$ cat config.mk
export PLATFORM = sky130hd
export DESIGN_NAME = calc_opcode_encoder
export DESIGN_NICKNAME = d
export VERILOG_FILES = /design/src/rtl/calc_opcode_encoder_pkg.sv /design/src/rtl/calc_opcode_encoder_debounce.sv /design/src/rtl/calc_opcode_encoder.sv
export SDC_FILE = /design/constraint.sdc
export NUM_CORES = 1
export LEC_CHECK = 0
export ABC_CLOCK_PERIOD_IN_PS = 2500
export CORE_MARGIN = 2
export CORE_UTILIZATION = 60
export CTS_BUF_LIST = sky130_fd_sc_hd__clkbuf_16
export DETAILED_ROUTE_END_ITERATION = 6
export GPL_ROUTABILITY_DRIVEN = 0
export PLACE_DENSITY = 0.74
export SLEW_MARGIN = 30
export SYNTH_ARGS = -nofsm -noshare
export SYNTH_HDL_FRONTEND = slang
export SYNTH_SLANG_ARGS = --single-unit
$ cat constraint.sdc
create_clock -name clk -period 2.5 [get_ports clk]
set_input_delay 0.5 -clock clk [delete_from_list [all_inputs] [get_ports clk]]
set_output_delay 0.5 -clock clk [all_outputs]
set_load 0.05 [all_outputs]
$ cat src/rtl/calc_opcode_encoder_pkg.sv
`default_nettype none
// ============================================================================
// Module   : calc_opcode_encoder_pkg
// Purpose  : Shared definitions for the calculator control path: the 3-bit
//            opcode values seen by the calculator FSM, the encoder state
//            encodings, button index map and the press priority encoder.
// Ports    : none (package)
// Revision : 1.0 - initial release
// ============================================================================
package calc_opcode_encoder_pkg;

  // Opcodes driven to the calculator FSM. 3'b011 is never produced.
  localparam logic [2:0] OP_CLEAR = 3'b000;
  localparam logic [2:0] OP_LOAD  = 3'b001;
  localparam logic [2:0] OP_ENTER = 3'b010;
  localparam logic [2:0] OP_OP0   = 3'b100;
  localparam logic [2:0] OP_OP1   = 3'b101;
  localparam logic [2:0] OP_OP2   = 3'b110;
  localparam logic [2:0] OP_IDLE  = 3'b111;

  // Encoder FSM states.
  localparam logic [1:0] S_IDLE     = 2'd0;
  localparam logic [1:0] S_HOLD     = 2'd1;
  localparam logic [1:0] S_WAIT_REL = 2'd2;

  // Bit positions of each button in the packed button vectors.
  localparam int NUM_BTN   = 6;
  localparam int BTN_CLEAR = 0;
  localparam int BTN_LOAD  = 1;
  localparam int BTN_ENTER = 2;
  localparam int BTN_OP0   = 3;
  localparam int BTN_OP1   = 4;
  localparam int BTN_OP2   = 5;

  // Priority: clear > enter > load > op2 > op1 > op0.
  function automatic logic [2:0] encode_press(input logic [NUM_BTN-1:0] i_press);
    logic [2:0] w_op;
    if (i_press[BTN_CLEAR])      w_op = OP_CLEAR;
    else if (i_press[BTN_ENTER]) w_op = OP_ENTER;
    else if (i_press[BTN_LOAD])  w_op = OP_LOAD;
    else if (i_press[BTN_OP2])   w_op = OP_OP2;
    else if (i_press[BTN_OP1])   w_op = OP_OP1;
    else if (i_press[BTN_OP0])   w_op = OP_OP0;
    else                         w_op = OP_IDLE;
    return w_op;
  endfunction

endpackage : calc_opcode_encoder_pkg
`default_nettype wire

$ cat src/rtl/calc_opcode_encoder_debounce.sv
`default_nettype none
// ============================================================================
// Module   : calc_opcode_encoder_debounce
// Purpose  : One push-button front end: 2-flop synchroniser, counting
//            debouncer and registered one-cycle press pulse.
// Ports    : clk      - system clock, rising edge
//            reset    - synchronous, active-high reset
//            i_btn    - raw asynchronous button level
//            o_level  - debounced level
//            o_press  - one-cycle pulse, registered one clock after the
//                       debounced level rises
// Revision : 1.0 - initial release
// ============================================================================
module calc_opcode_encoder_debounce #(
  parameter int DEBOUNCE_CYCLES = 20000
) (
  input  logic clk,
  input  logic reset,
  input  logic i_btn,
  output logic o_level,
  output logic o_press
);

  localparam int CNT_W = $clog2(DEBOUNCE_CYCLES + 1);
  localparam logic [CNT_W-1:0] c_cnt_last = CNT_W'(DEBOUNCE_CYCLES - 1);

  logic             r_sync1;
  logic             r_sync2;
  logic             r_level;
  logic             r_level_d;
  logic             r_press;
  logic [CNT_W-1:0] r_cnt;

  always_ff @(posedge clk) begin
    if (reset) begin
      r_sync1   <= 1'b0;
      r_sync2   <= 1'b0;
      r_level   <= 1'b0;
      r_level_d <= 1'b0;
      r_press   <= 1'b0;
      r_cnt     <= '0;
    end else begin
      r_sync1   <= i_btn;
      r_sync2   <= r_sync1;
      r_level_d <= r_level;
      // Rising edge of the debounced level, registered so every output
      // downstream stays registered.
      r_press   <= r_level & ~r_level_d;
      // Any sample agreeing with the current level restarts the count, so
      // only an unbroken run of DEBOUNCE_CYCLES disagreeing samples flips it.
      if (r_sync2 == r_level) begin
        r_cnt <= '0;
      end else if (r_cnt == c_cnt_last) begin
        r_level <= ~r_level;
        r_cnt   <= '0;
      end else begin
        r_cnt <= r_cnt + CNT_W'(1);
      end
    end
  end

  assign o_level = r_level;
  assign o_press = r_press;

endmodule : calc_opcode_encoder_debounce
`default_nettype wire

$ cat src/rtl/calc_opcode_encoder.sv
`default_nettype none
// ============================================================================
// Module   : calc_opcode_encoder
// Purpose  : Turns raw calculator push-buttons into the 3-bit opcode stream
//            for the calculator FSM. Each button is debounced; presses are
//            priority-encoded and the opcode is held for HOLD_CYCLES clocks,
//            after which the block waits for all buttons to be released.
// Ports    : clk          - system clock, rising edge
//            reset        - synchronous, active-high reset
//            btn_clear    - raw clear button
//            btn_load     - raw load button
//            btn_enter    - raw enter button
//            btn_op[2:0]  - raw operator buttons
//            opcode_out   - opcode to FSM, OP_IDLE when no command
//            opcode_valid - high exactly while opcode_out != OP_IDLE
//            busy         - high while holding or waiting for release
// Revision : 1.0 - initial release
// ============================================================================
module calc_opcode_encoder
  import calc_opcode_encoder_pkg::*;
#(
  parameter int DEBOUNCE_CYCLES = 20000,
  parameter int HOLD_CYCLES     = 5
) (
  input  logic       clk,
  input  logic       reset,
  input  logic       btn_clear,
  input  logic       btn_load,
  input  logic       btn_enter,
  input  logic [2:0] btn_op,
  output logic [2:0] opcode_out,
  output logic       opcode_valid,
  output logic       busy
);

  localparam int HOLD_W = $clog2(HOLD_CYCLES + 1);
  localparam logic [HOLD_W-1:0] c_hold_last = HOLD_W'(HOLD_CYCLES - 1);

  logic [NUM_BTN-1:0] w_raw;
  logic [NUM_BTN-1:0] w_level;
  logic [NUM_BTN-1:0] w_press;

  logic [1:0]        r_state;
  logic [2:0]        r_opcode;
  logic              r_valid;
  logic              r_busy;
  logic [HOLD_W-1:0] r_hold_cnt;

  logic [1:0]        w_state_nxt;
  logic [2:0]        w_opcode_nxt;
  logic [HOLD_W-1:0] w_cnt_nxt;

  assign w_raw = {btn_op, btn_enter, btn_load, btn_clear};

  generate
    for (genvar gi = 0; gi < NUM_BTN; gi++) begin : g_btn
      calc_opcode_encoder_debounce #(
        .DEBOUNCE_CYCLES(DEBOUNCE_CYCLES)
      ) u_debounce (
        .clk    (clk),
        .reset  (reset),
        .i_btn  (w_raw[gi]),
        .o_level(w_level[gi]),
        .o_press(w_press[gi])
      );
    end
  endgenerate

  always_comb begin
    w_state_nxt  = r_state;
    w_opcode_nxt = r_opcode;
    w_cnt_nxt    = r_hold_cnt;
    case (r_state)
      S_IDLE: begin
        if (|w_press) begin
          w_state_nxt  = S_HOLD;
          w_opcode_nxt = encode_press(w_press);
          w_cnt_nxt    = '0;
        end
      end
      S_HOLD: begin
        // Clear restarts the hold, but a clear already on the bus runs out.
        if (w_press[BTN_CLEAR] && (r_opcode != OP_CLEAR)) begin
          w_opcode_nxt = OP_CLEAR;
          w_cnt_nxt    = '0;
        end else if (r_hold_cnt == c_hold_last) begin
          w_state_nxt  = S_WAIT_REL;
          w_opcode_nxt = OP_IDLE;
        end else begin
          w_cnt_nxt = r_hold_cnt + HOLD_W'(1);
        end
      end
      S_WAIT_REL: begin
        if (w_press[BTN_CLEAR]) begin
          w_state_nxt  = S_HOLD;
          w_opcode_nxt = OP_CLEAR;
          w_cnt_nxt    = '0;
        end else if (w_level == '0) begin
          w_state_nxt = S_IDLE;
        end
      end
      default: begin
        w_state_nxt  = S_IDLE;
        w_opcode_nxt = OP_IDLE;
        w_cnt_nxt    = '0;
      end
    endcase
  end

  // Flags are derived from the next opcode/state so they always line up
  // with the registered opcode.
  always_ff @(posedge clk) begin
    if (reset) begin
      r_state    <= S_IDLE;
      r_opcode   <= OP_IDLE;
      r_valid    <= 1'b0;
      r_busy     <= 1'b0;
      r_hold_cnt <= '0;
    end else begin
      r_state    <= w_state_nxt;
      r_opcode   <= w_opcode_nxt;
      r_valid    <= (w_opcode_nxt != OP_IDLE);
      r_busy     <= (w_state_nxt != S_IDLE);
      r_hold_cnt <= w_cnt_nxt;
    end
  end

  assign opcode_out   = r_opcode;
  assign opcode_valid = r_valid;
  assign busy         = r_busy;

endmodule : calc_opcode_encoder
`default_nettype wire
After elaboration in Yosys (flattened, before gate mapping)
Cells that the tools add are included.
{"block": "word_totals", "in_bits": 8, "elab_cells": 132, "out_inout_bits": 5, "reg_bits": 130}
{"block": "op_classes", "n_addsub": 7, "bitwise": 24, "n_eq_ne": 19, "n_mux": 22, "reduce_logical": 19}
{"operator": "15-bit by 1-bit adder with 15-bit output (second input constant)", "n": 6}
{"operator": "15-bit == test (second input constant)", "n": 6}
{"operator": "3-bit 2-to-1 mux", "n": 11}
{"operator": "1-bit NOT", "n": 18}
{"operator": "3-bit case mux with 3 select lines", "n": 2}
{"operator": "3-bit OR reduction", "n": 6}
{"operator": "2-bit 2-to-1 mux", "n": 8}
{"operator": "2-bit AND reduction", "n": 6}
{"operator": "1-bit AND", "n": 6}
{"operator": "1-bit == test", "n": 6}
{"operator": "6-bit logical NOT", "n": 1}
{"operator": "3-bit != test (second input constant)", "n": 2}
{"operator": "2-bit case mux with 3 select lines", "n": 1}
{"operator": "6-bit OR reduction", "n": 1}
{"operator": "3-bit by 1-bit adder with 3-bit output (second input constant)", "n": 1}
{"operator": "3-bit == test (second input constant)", "n": 1}
{"operator": "3-bit AND reduction", "n": 1}
{"operator": "3-bit nonzero test", "n": 1}
{"operator": "2-bit by 1-bit == test with 1-bit output (second input constant)", "n": 1}
{"operator": "2-bit == test (second input constant)", "n": 1}
{"operator": "2-bit logical NOT", "n": 1}
{"operator": "2-bit by 1-bit != test with 1-bit output (second input constant)", "n": 1}
{"operator": "2-bit != test (second input constant)", "n": 1}
{"operator": "2-bit nonzero test", "n": 1}
{"operator": "1-bit logical AND", "n": 1}

Logic depth before layout (Yosys ltp)
Gate-level depths: netlist (run 1).
{"block": "logic_depth", "word_depth": 9, "ltp_mapped": 8, "depth_no_buf": 6}

Modules after synthesis
A second synthesis (run 1) with hierarchy kept.
{"block": "unflattened", "cells_unflattened": 589, "area_unflattened_um2": 5789.3}
{"mod": "calc_opcode_encoder_debounce at g_btn[0].u_debounce ...", "n_inst": 5, "cells_each": 88, "area_per_inst_um2": 879.6}
{"mod": "calc_opcode_encoder_debounce at g_btn[5].u_debounce", "n_inst": 1, "cells_each": 83, "area_per_inst_um2": 810.8}
{"mod": "calc_opcode_encoder", "n_inst": 1, "cells_each": 66, "area_per_inst_um2": 580.6}

Least setup slack after synthesis (run 1)
Ideal clock, no wire load.
{"block": "synth_path", "kind": "flip-flop to flip-flop", "from": "reg r_opcode[2], in the netlist opcode_out[2]", "to": "reg r_valid, in the netlist opcode_valid", "path_slack_ns": 0.430, "n_path_buf": 0, "setup_ns": 0.134, "period_less_slack_ns": 2.070, "arrival_time_ns": 1.936, "stages_incl_launch_ff": 5, "path_cell_list": "dfxtp_1 -> or3_4 -> a311oi_2 -> nor4_1 -> or4_1"}
{"block": "synth_via", "elab_chain_cells": 5, "word_cells_on_any_way": 8}
{"element": "start, declared", "line_no": "calc_opcode_encoder.sv:44", "rtl": "logic [2:0] r_opcode;"}
{"element": "start signal, assigned", "line_no": "calc_opcode_encoder.sv:121", "rtl": "r_opcode <= w_opcode_nxt;"}
{"element": "3-bit nonzero test", "line_no": "calc_opcode_encoder.sv:83", "rtl": "if (w_press[BTN_CLEAR] && (r_opcode != OP_CLEAR)) begin"}
{"element": "1-bit logical AND", "line_no": "calc_opcode_encoder.sv:83"}
{"element": "3-bit 2-to-1 mux", "line_no": "calc_opcode_encoder.sv:83"}
{"element": "3-bit case mux with 3 select lines (*)", "line_no": "calc_opcode_encoder.sv:73", "rtl": "case (r_state)"}
{"element": "3-bit != test (*)", "line_no": "calc_opcode_encoder.sv:122", "rtl": "r_valid <= (w_opcode_nxt != OP_IDLE);"}
{"element": "end signal, assigned", "line_no": "calc_opcode_encoder.sv:122"}
{"element": "end, declared", "line_no": "calc_opcode_encoder.sv:45", "rtl": "logic r_valid;"}
Every way passes the cells marked *; elsewhere a longest branch is shown, timed or not.
A chain may end at the register's enable or synchronous reset.

Worst setup path in the final report (run 1)
{"block": "layout_path", "from": "reg r_opcode[1], in the netlist opcode_out[1]", "to": "out opcode_out[1]"}
{"element": "end, declared", "line_no": "calc_opcode_encoder.sv:31", "rtl": "output logic [2:0] opcode_out,"}
No word-level cell between the ends.

==> results.ini, run 1 <==
[status]
status = finished clean

[power]
irDropWorstVdd_mv = 0.5134
p_int_w = 0.003648
switching_share_pct = 19.42
p_total_w = 0.004527
pwr-share-seq_pct = 46.2
p_sw_w = 0.0008793
p_leak_nw = 2.060
combPwrFrac_pct = 1.2
clockPowerShare_pct = 52.6
cellPowerDensity_mw_per_mm2 = 733.1

[critical_path]
reg2reg_from = g_btn[1].u_debounce.r_cnt[5]
r2r_end = g_btn[1].u_debounce.r_cnt[4]
critPathCaptureType = output port
crit_path_start_kind = register
cp_max_fo = 4
ff2ff_setup_slack_ns = 0.47
path_depth = 1
reg2reg_depth = 4
max_stage_delay_ns = 0.82
path_cells = clkdlybuf4s50_1
critPathTopFamily = buffers and inverters
crit_buf_inv = 1
worstSetupPathType = reg2out
worstPathRequired_ns = 2.00
arrival_ns = 1.59
slowest_stage = clkdlybuf4s50_1

[timing]
rsz0062_at_grt = no
slew_headroom_pct = 63.16
min_period_ns = 2.094
tightestPinTransition_ns = 0.5526
fin_crit_sh_pct = 83.76
setup_tns_ns = 0
setup-violations-final = 0
max_freq_mhz = 477.6
skew_ns = 0.008522
setup_ws_ns = 0.4060
slew_viol_final = 0
hold_violations = 0

[synthesis]
ys_types = 50
ys_seq_area_share_pct = 48.28
synth_edf_count = 0
syn_nets = 609
synth_top_cells_by_area = dfxtp_1 (48%), xnor2_1 (8.0%), nor2_1 (7.0%), xor2_1 (4.5%), nand3_1 (2.8%)
yosysMostFrequentCell = dfxtp_1
synth_cells = 593
ys_seq_elements = 130
synthDominantCellAreaShare_pct = 48.28
synth_largest_area_cell = dfxtp_1
synth_ff_type = dfxtp_1
yosys-top-cells-count = dfxtp_1 (130), nor2_1 (101), xnor2_1 (49)
synth_area_mm2 = 0.005390
syn_area_per_cell_um2 = 9.090
synth_warnings = 0
ys_async_sr_fraction_pct = 0

[clocking]
cts_setup_buffers = 0
cts_made_buffers = 17
h-tree-depth = 4
clock_latency_ns = 0.40
cts_resized = 0
ctsLongestPathBuffers = 2
clock_sinks = 130
ctsHoldBuffers = 0
clk_pin_slew_ns = 0.05
root_buffer = clkbuf_16
cts_tree = done

[global_route]
gr-total-overflow = 0
grt_first_pass_wirelength_um = 17240
grt_pass1_vias = 3900
grt_start_max_net_pins = 33
antenna_found_initial = 0
grt_usage_pct = 21.44

[placed_design]
dp_slack_ns = 0.5025
dpl.hpwl_um = 6259
portBuffers = 12

[hold_path]
hold_depth = 1
hp-class = reg2reg
hp-start = g_btn[3].u_debounce.r_level_d
hold_end = g_btn[3].u_debounce.o_press

[drt]
postRouteAntennaNets = 0
drtPass1Iterations = 4
viasPerCell = 5.467
wl_per_cell_um = 12.87
drt_first_iter_violations = 150
drcViolationCount = 0
num_vias = 4013
wl_um = 9446

[final_layout]
drive_gt1_share_pct = 6.709
insertedDiodeCount = 0
area_growth_pct = 14.58
fin_nets = 629

[job]
max_cap_violations = 0

[die]
die_h_um = 98.78
io_pins = 13
die_w_um = 98.78
fp.dieArea_mm2 = 0.009757
initial_utilization_pct = 61.81
core-area_mm2 = 0.008721
row_count = 34

-- metal layers --
metal | GRT usage, % | part of all wire [%]
met1 | 26.45 | 48
met2 | 36.02 | 49
met3 | 6.879 | 2.0
met4 | 6.322 | 0.67
met5 | 0 | 0
-- state kept, by name, summed over array words and instances (netlist names) --
| signal | cells |
|---|---|
| opcode_valid | 1 |
| g_btn.u_debounce.r_sync1 | 6 |
| r_state | 2 |
| opcode_out | 3 |
| g_btn.u_debounce.o_press | 6 |
| g_btn.u_debounce.r_level_d | 6 |
| r_hold_cnt | 3 |
| g_btn.u_debounce.o_level | 6 |
| g_btn.u_debounce.r_cnt | 90 |
| busy | 1 |
| g_btn.u_debounce.r_sync2 | 6 |
-- layout by cell type (no fill, tap or decap), drive strengths merged, types with 6 or more instances in the layout --
cell	n
nor3	21
a21oi	11
nor2	101
clkinv	7
nand3	30
inv	26
nand2	30
nand2b	7
clkdlybuf4s50	11
o21ai	7
nand4	20
and4	10
mux2i	6
or3	12
nor4	20
clkbuf	17
xnor2	49
nor2b	24
xor2	28
ha	8
dfxtp	130
and3	6
-- area by class of cell --
cell class	count	area (µm²)
fillers	667	2545
flip-flops and latches	130	2603
well taps	108	135.1
inverters	23	86.33
multi-input cells	426	2638
repair buffers	15	137.6
clock inverters	15	151.4
clock buffers	17	425.4
-- power groups by stage --
stage | clock [W] | combinational [W] | sequential [W]
global route | 0.00252 | 0.0000583 | 0.00209
finish | 0.00238 | 0.0000522 | 0.00209
detailed placement | 0 | 0.0000518 | 0.00214
global placement | 0 | 0.0000509 | 0.00213
floorplan | 0 | 0.0000347 | 0.00213
CTS | 0.00243 | 0.0000527 | 0.00209
-- worst max-delay path by stage --
| stage | start | slack [ns] | endpoint |
|---|---|---|---|
| floorplan | opcode_out[2] | 0.43 | opcode_valid |
| detailed placement | g_btn[3].u_debounce.r_cnt[0] | 0.50 | g_btn[3].u_debounce.r_cnt[11] |
| CTS | opcode_out[1] | 0.38 | opcode_out[1] |
| global route | g_btn[1].u_debounce.r_cnt[5] | 0.27 | g_btn[1].u_debounce.r_cnt[2] |
| finish | opcode_out[1] | 0.41 | opcode_out[1] |
| global placement | opcode_out[0] | 0.56 | opcode_valid |
-- kinds of logic after synthesis --
logic type | count (synthesis) | synth area share (%)
buffers and inverters | 37 | 2.785
multiplexers | 6 | 1.114
AND/OR/NAND/NOR | 302 | 29.16
adder cells (fa/ha/maj) | 8 | 1.857
AO/OA/AOI/OAI | 33 | 4.294
flip-flops | 130 | 48.28
XOR/XNOR | 77 | 12.51
-- metrics by stage --
stage	instance area, µm²	hold WS [ns]	util (%)	cells
after floorplan	5390	0.3674	-	593
after global placement	5599	0.3715	64.20	702
after global routing	6176	0.3881	70.82	734
after detailed placement	5599	0.3749	64.20	702
final	6176	0.3797	70.82	734
after CTS	6176	0.3829	70.82	734
No activity file was read; power rests on OpenSTA's default activity.
==> run 2, diff against run 1 <==
--- a/config.mk
+++ b/config.mk
@@ -5,7 +5,7 @@
 export SDC_FILE = /design/constraint.sdc
 export NUM_CORES = 1
 export LEC_CHECK = 0
-export ABC_CLOCK_PERIOD_IN_PS = 2500
+export ABC_CLOCK_PERIOD_IN_PS = 2100
 export CORE_MARGIN = 2
 export CORE_UTILIZATION = 60
 export CTS_BUF_LIST = sky130_fd_sc_hd__clkbuf_16
==> constraint.sdc (replaced) <==
create_clock -name clk -period 2.1 [get_ports clk]
set_input_delay 0.42 -clock clk [delete_from_list [all_inputs] [get_ports clk]]
set_output_delay 0.42 -clock clk [all_outputs]
set_load 0.05 [all_outputs]
==> run 2 against run 1 <==
Against the previous run:
- clock skew decreased by 0.00090 ns
- die area unchanged
- core utilization about the same
- power increased by 15%
- via count decreased by 0.30%
- non-clock buffer count increased by 7
- worst setup slack got worse by 0.30 ns
- first-iteration DRC count increased by 1.3%
- register-to-register slack got worse by 0.34 ns
- combinational power increased by 25%
- worst hold slack about the same
- largest power group unchanged
==> results.ini, run 2 (synthesis results as in run 1) <==
[die]
die_h_um = 98.78
row_count = 34
io_pins = 13
fp.dieArea_mm2 = 0.009757
core-area_mm2 = 0.008721
initial_utilization_pct = 61.81
die_w_um = 98.78

[critical_path]
reg2reg_depth = 6
max_stage_delay_ns = 0.81
critPathCaptureType = output port
cp_max_fo = 4
worstPathRequired_ns = 1.68
path_cells = clkdlybuf4s50_1
worstSetupPathType = reg2out
slowest_stage = clkdlybuf4s50_1
path_depth = 1
critPathTopFamily = buffers and inverters
crit_path_start_kind = register
arrival_ns = 1.57
crit_buf_inv = 1

[global_route]
gr-total-overflow = 0
grt_pass1_vias = 3940
grt_util_met2_pct = 35.29
grt_start_max_net_pins = 23
grt_busiest_layer = met2
grt_use_met3_pct = 5.390
antenna_found_initial = 0
grtUsageMet1_pct = 25.86
grt_first_pass_wirelength_um = 16990
grt_usage_pct = 21.22

[power]
cellPowerDensity_mw_per_mm2 = 843.8
p_leak_nw = 2.064
irDropWorstVdd_mv = 0.5334

[clocking]
clock_latency_ns = 0.40
h-tree-depth = 4
cts_tree = done
cts_resized = 0
root_buffer = clkbuf_16
cts_setup_buffers = 0
clk_pin_slew_ns = 0.05
ctsLongestPathBuffers = 2
cts_made_buffers = 17
ctsHoldBuffers = 0
clock_sinks = 130

[final_layout]
final_cell_mix = dfxtp_1 (130), nor2_1 (101), xnor2_1 (49), nand3_1 (30), nand2_1 (30)
area_growth_pct = 14.65
drive_gt1_share_pct = 6.984
largest_reg_flops = 90
insertedDiodeCount = 0
layout_commonest_cell = dfxtp_1
fin_nets = 636
largest-register = g_btn.u_debounce.r_cnt

[timing]
setup_tns_ns = 0
hold_violations = 0
fin_crit_sh_pct = 95.00
skew_ns = 0.007623
slew_viol_final = 0
min_period_ns = 1.995
max_freq_mhz = 501.3
rsz0062_at_grt = no
tightestPinTransition_ns = 0.4927
slew_headroom_pct = 66.85
setup-violations-final = 0
setup_ws_ns = 0.1050

[placed_design]
portBuffers = 12
dpl.hpwl_um = 6247
dp_slack_ns = 0.1431

[hold_path]
hp-class = reg2reg
hold_depth = 1

[drt]
drcViolationCount = 0
wl_um = 9659
wl_per_cell_um = 13.09
postRouteAntennaNets = 0
viasPerCell = 5.421
drt_first_iter_violations = 152
drtPass1Iterations = 5
num_vias = 4001

[job]
max_cap_violations = 0

[status]
status = finished clean

-- run 2: cell types whose count changed in the layout (fill, tap and decap cells not counted) --
cell / previous run / this run
buf_4: 3 / 10
clkinv_1: 3 / 6
clkinv_2: 3 / 1
bufinv_16: 3 / 2
clkinv_4: 1 / 0
clkinvlp_4: 2 / 1
inv_1: 26 / 25
-- run 2: power by group --
part | switching [W] | internal [W] | leakage, nW | total, W
clock network | 0.000973 | 0.00169 | 0.262 | 0.00266
registers | 0.00000697 | 0.00248 | 1.05 | 0.00249
logic | 0.0000348 | 0.0000306 | 0.753 | 0.0000654
-- run 2: final cells by class --
class	count	area, µm²
clock inverters	12	102.6
fillers	654	2541
repair buffers	22	190.2
flip-flops and latches	130	2603
well taps	108	135.1
clock buffers	17	425.4
multi-input cells	426	2638
inverters	23	86.33
-- run 2: stage by stage --
step	utilization, %	hold WS, ns	total power, W	std cells	area, µm²
6_report	70.86	0.3796	0.005214	738	6180
5_1_grt	70.86	0.3902	0.005358	738	6180
4_1_cts	70.86	0.3821	0.005261	738	6180
3_5_place_dp	64.81	0.3758	0.002608	709	5652
3_3_place_gp	64.81	0.3719	0.002606	709	5652
2_1_floorplan	-	0.3674	0.002582	593	5390
-- run 2: final timing paths --
| kind | startpoint | end | slack (ns) |
|---|---|---|---|
| setup / recovery | opcode_out[1] | opcode_out[1] | 0.11 |
| hold / removal | g_btn[4].u_debounce.r_level_d | g_btn[4].u_debounce.o_press | 0.38 |
| setup reg to reg | r_hold_cnt[0] | opcode_valid | 0.13 |
| hold reg to reg | g_btn[4].u_debounce.r_level_d | g_btn[4].u_debounce.o_press | 0.38 |
-- run 2: routing by layer --
| layer | part of all wire, % | up-vias |
|---|---|---|
| li1 | - | 2096 |
| met1 | 47 | 1841 |
| met2 | 49 | 46 |
| met3 | 2.7 | 18 |
| met4 | 1.9 | 0 |
| met5 | 0 | - |
